$ cat src/rtl/skid_pipe_reg.sv
`default_nettype none
// ============================================================================
// Module   : skid_pipe_reg
// Brief    : Two-entry valid/ready pipeline stage with a skid register.
//            in_ready is decoded from state only, which breaks the out_ready path.
// Revision : 1.0 - initial release
// ============================================================================
module skid_pipe_reg #(
    parameter int               WIDTH   = 32,
    parameter logic [WIDTH-1:0] RST_VAL = {WIDTH{1'b0}}
) (
    input  logic             clk,
    input  logic             rst,
    input  logic             en,
    input  logic             flush,
    input  logic             in_valid,
    input  logic [WIDTH-1:0] in_data,
    output logic             in_ready,
    output logic             out_valid,
    output logic [WIDTH-1:0] out_data,
    input  logic             out_ready,
    output logic [1:0]       occupancy
);

    typedef enum logic [1:0] {
        ST_EMPTY = 2'd0,
        ST_FULL  = 2'd1,
        ST_SKID  = 2'd2
    } state_t;

    state_t             state_q, state_d;
    logic [WIDTH-1:0]   main_q,  main_d;
    logic [WIDTH-1:0]   skid_q,  skid_d;
    logic               accept;
    logic               drain;

    always_ff @(posedge clk or posedge rst) begin
        if (rst) begin
            state_q <= ST_EMPTY;
            main_q  <= RST_VAL;
            skid_q  <= RST_VAL;
        end else begin
            state_q <= state_d;
            main_q  <= main_d;
            skid_q  <= skid_d;
        end
    end

    always_comb begin
        state_d = state_q;
        main_d  = main_q;
        skid_d  = skid_q;
        accept  = in_valid & in_ready & en;
        drain   = out_valid & out_ready & en;

        // Flush only retires the state; payload registers keep their contents.
        if (flush) begin
            state_d = ST_EMPTY;
        end else begin
            case (state_q)
                ST_EMPTY: begin
                    if (accept) begin
                        main_d  = in_data;
                        state_d = ST_FULL;
                    end
                end
                ST_FULL: begin
                    if (accept && drain) begin
                        main_d  = in_data;
                    end else if (accept) begin
                        skid_d  = in_data;
                        state_d = ST_SKID;
                    end else if (drain) begin
                        state_d = ST_EMPTY;
                    end
                end
                ST_SKID: begin
                    if (drain) begin
                        main_d  = skid_q;
                        state_d = ST_FULL;
                    end
                end
                default: begin
                    state_d = ST_EMPTY;
                end
            endcase
        end
    end

    always_comb begin
        in_ready  = (state_q != ST_SKID);
        out_valid = (state_q == ST_FULL) || (state_q == ST_SKID);
        out_data  = main_q;
        case (state_q)
            ST_FULL: occupancy = 2'd1;
            ST_SKID: occupancy = 2'd2;
            default: occupancy = 2'd0;
        endcase
    end

endmodule
`default_nettype wire

$ cat config.mk
export PLATFORM = sky130hd
export DESIGN_NAME = skid_pipe_reg
export DESIGN_NICKNAME = d
export VERILOG_FILES = /design/src/rtl/skid_pipe_reg.sv
export SDC_FILE = /design/constraint.sdc
export NUM_CORES = 1
export LEC_CHECK = 0
export BUFFER_PORTS_ARGS = -buffer_cell sky130_fd_sc_hd__buf_4
export CORE_MARGIN = 5
export CORE_UTILIZATION = 50
export CTS_BUF_LIST = sky130_fd_sc_hd__clkbuf_4 sky130_fd_sc_hd__clkbuf_8
export DETAILED_ROUTE_END_ITERATION = 8
export PLACE_DENSITY = 0.78
export SLEW_MARGIN = 10
export SYNTH_ARGS = -nofsm -noshare
export SYNTH_HDL_FRONTEND = slang
export SYNTH_SLANG_ARGS = --single-unit
$ cat constraint.sdc
create_clock -name clk -period 2.2 [get_ports clk]
set_clock_uncertainty 0.15 [all_clocks]
set_input_delay 0 -clock clk [delete_from_list [all_inputs] [get_ports clk]]
set_output_delay 0 -clock clk [all_outputs]
set_load 0.1 [all_outputs]
==> impl_metrics.csv <==
group,metric,value,unit
run_status,outcome,"finished, violations left",
run_status,violations,"negative setup slack",
clock_network,cts.path.max_buffers,2,
finish,final_cell_mix,"buf_4 (85), dfrtp_1 (66), mux2_2 (65)",
placement,port_buffers,73,
yosys,syn-cell-area,3160,µm²
clock_network,clk_latency,0.33,ns
clock_network,cts_buffers,9,
setup_path,reg2reg_from,"state_q[0]$_DFFE_PP0P_",
setup_path,path_cells,"inv_2 > ha_4 > and2_4 > or4b_4 > nor2_8 > buf_12 > mux2_4",
drt,avgRoutedWirePerCell,15.4,µm
grt,grt_start_max_net_pins,67,
sta,rsz0062_at_grt,"true",
sta,max_freq,0.442,GHz
finish,drive_gt1_share,65.1,%
grt,grt_pass1_wl,10.1,mm
yosys,synth_top_cell_by_area,"dfrtp_1",
finish,design_area,4510,µm²
hold_path,min_to,"state_q[1]$_DFFE_PP0P_",
sta,final.period_utilization,103,%
run,cap_violations,0,
drt,drtPass1Iterations,4,
placement,postPlaceCellArea,3940,µm²
yosys,synth-seq-cells,66,
drt,route.detailed.drc,0,
drt,routed_wl,6.29,mm
setup_path,critPathKind,"register to register",
die,die_h,89.5,µm
sta,setup_ws,-0.0628,ns
setup_path,cp_slowest_cell,"or4b_4",
hold_path,holdCritPathClass,"input pin to register",
hold_path,min-delay-start,"en",
setup_path,ff2ff_path_depth,7,
die,num_rows,29,
clock_network,cts_tree,"built",
yosys,syn_inst,202,
setup_path,r2r_setup_slack,-0.06,ns
sta,finalCriticalPeriod,2.26,ns
yosys,synthDistinctLibCells,25,
die,die_w,89.5,µm
clock_network,cts_sinks,66,
yosys,ys_warn_count,0,
setup_path,cp_num_buf_inv,2,
setup_path,arrival,2.33,ns
yosys,yosysTopAreaCellShare,52.2,%
sta,worstMarginPinSlew,0.405,ns
finish,mostFrequentLayoutCell,"buf_4",
die,initial_utilization,50.7,%
setup_path,cpPeakStageDelay,0.52,ns
setup_path,worst_setup_path_end_kind,"register",
yosys,syn-num-nets,246,
setup_path,setup.worst_path.start_class,"register",
drt,drt_iter0_drc,97,
grt,grt_overflow,0,
grt,grt.total_usage,16.8,%
sta,setup_viol,32,
hold_path,hold_path_depth,5,
grt,grt_antenna_before_repair,0,
clock_network,htreeDepth,3,
drt,ant_nets,0,
setup_path,cp_data_required_time,2.27,ns
finish,num-nets-final,373,
die,core-area,6240,µm²
setup_path,critical_path.top_delay_family,"simple AND/OR/NAND/NOR gates",
sta,fin_hold_ws,0.0878,ns
finish,nFillCells,410,
drt,avgViaCountPerCell,5.10,
placement,dp_hpwl,4.11,mm
sta,finalSetupTns,-1.49,ns
yosys,syn_area_per_cell,15.7,µm²
die,num_io_pins,74,
clock_network,cts_root_buf,"clkbuf_8",
setup_path,r2r-end,"skid_q[18]$_DFFE_PP0P_",
sta,hold_viol,0,
setup_path,cp_max_fo,11,
finish,antenna_cells,0,
yosys,synth_top_cells_by_area,"dfrtp_1 (52%), mux2_2 (24%), mux2_4 (14%)",
clock_network,path_clk_slew,0.07,ns
yosys,seq_area_frac_synth,52.2,%
placement,finalWeightedCongestion,0.758,
placement,dpl_worst_slack,-0.110,ns
finish,area_delta_synth_final,42.5,%
drt,vias,2087,
die,dieArea,8010,µm²
sta,report.final.slew_viol_count,0,
sta,slew_headroom,72.7,%
grt,grt_pass1_vias,2101,
[registers in the layout, summed over array words and instances (netlist names)]
signal,flops
state_q,2
out_data,32
skid_q,32
[per-layer routing]
| metal | track usage, % | vias to the layer above | part of all wire, % |
|---|---|---|---|
| li1 | - | 980 | - |
| met1 | 22.4 | 1039 | 45 |
| met2 | 25.9 | 63 | 47 |
| met3 | 4.88 | 5 | 7.4 |
| met4 | 6.09 | 0 | 0.73 |
| met5 | 0 | - | 0 |
[how the worst max path moves through the flow]
stage / cells past startpoint / to / from / slack (ns)
after global routing: 7 / skid_q[2]$_DFFE_PP0P_ / state_q[0]$_DFFE_PP0P_ / -0.11
after CTS: 7 / skid_q[18]$_DFFE_PP0P_ / state_q[0]$_DFFE_PP0P_ / -0.08
after global placement: 7 / skid_q[30]$_DFFE_PP0P_ / state_q[0]$_DFFE_PP0P_ / -0.07
final: 7 / skid_q[18]$_DFFE_PP0P_ / state_q[0]$_DFFE_PP0P_ / -0.06
after detailed placement: 7 / skid_q[30]$_DFFE_PP0P_ / state_q[0]$_DFFE_PP0P_ / -0.11
after floorplan: 7 / skid_q[0]$_DFFE_PP0P_ / state_q[1]$_DFFE_PP0P_ / -0.22
[synth_stat cells (all sizes together)]
cell type and number:
o32a 1, nor4b 1, a21oi 1, o41ai 1, dfrtp 66, buf 7, o32ai 1, nor2 3
clkbuf 3, inv 4, or2 1, ha 6, nand4 1, nand2 1, nand4b 1, mux2 96
and2 1, or4b 1, a21boi 1, o21ai 3, nor3 2
[cell type report]
type                            count  area, µm²  share of cell area (%)
Clock buffer                       12        165                    3.66
Clock inverter                      2       12.5                   0.278
Inverter                            4       18.8                   0.416
Multi-Input combinational cell    122       1460                    32.5
Sequential cell                    66       1650                    36.6
Tap cell                           77       96.3                    2.14
Timing Repair Buffer              126       1100                    24.4
[worst reg2reg max path, cell delays in order, from the launching register on]
cell	delay, ns
dfrtp_1	0.39
inv_2	0.10
ha_4	0.21
and2_4	0.13
or4b_4	0.52
nor2_8	0.17
buf_12	0.18
mux2_4	0.31
[kinds of logic (layout without fill, tap and decap cells)]
kind of cell / count (synthesis) / in the layout / share of synthesized area, %
multiplexers: 96 / 96 / 37.8
flip-flops: 66 / 66 / 52.2
buffers and inverters: 14 / 144 / 2.89
AND/OR/NAND/NOR: 12 / 12 / 2.97
AO/OA/AOI/OAI: 8 / 8 / 1.78
adder cells (fa/ha/maj): 6 / 6 / 2.37
[stage by stage]
step           util (%)  std cells
2_1_floorplan         -        202
3_3_place_gp       63.2        358
3_5_place_dp       63.2        358
4_1_cts            72.2        409
5_1_grt            72.2        409
6_report           72.2        409
[timing repair]
| action | 4_1_cts | 5_1_grt |
|---|---|---|
| endpoints found under the setup margin | 64 | 64 |
| hold buffers | 35 | 0 |
| setup buffers | 2 | 0 |
| pin swaps | 1 | 0 |
| resized for setup | 5 | 0 |
| cloned | 0 | 0 |
| endpoints found under the hold margin | 132 | 0 |
Power is not shown: default switching activity piles up to over one toggle a cycle in this logic, so the estimate is an artifact.
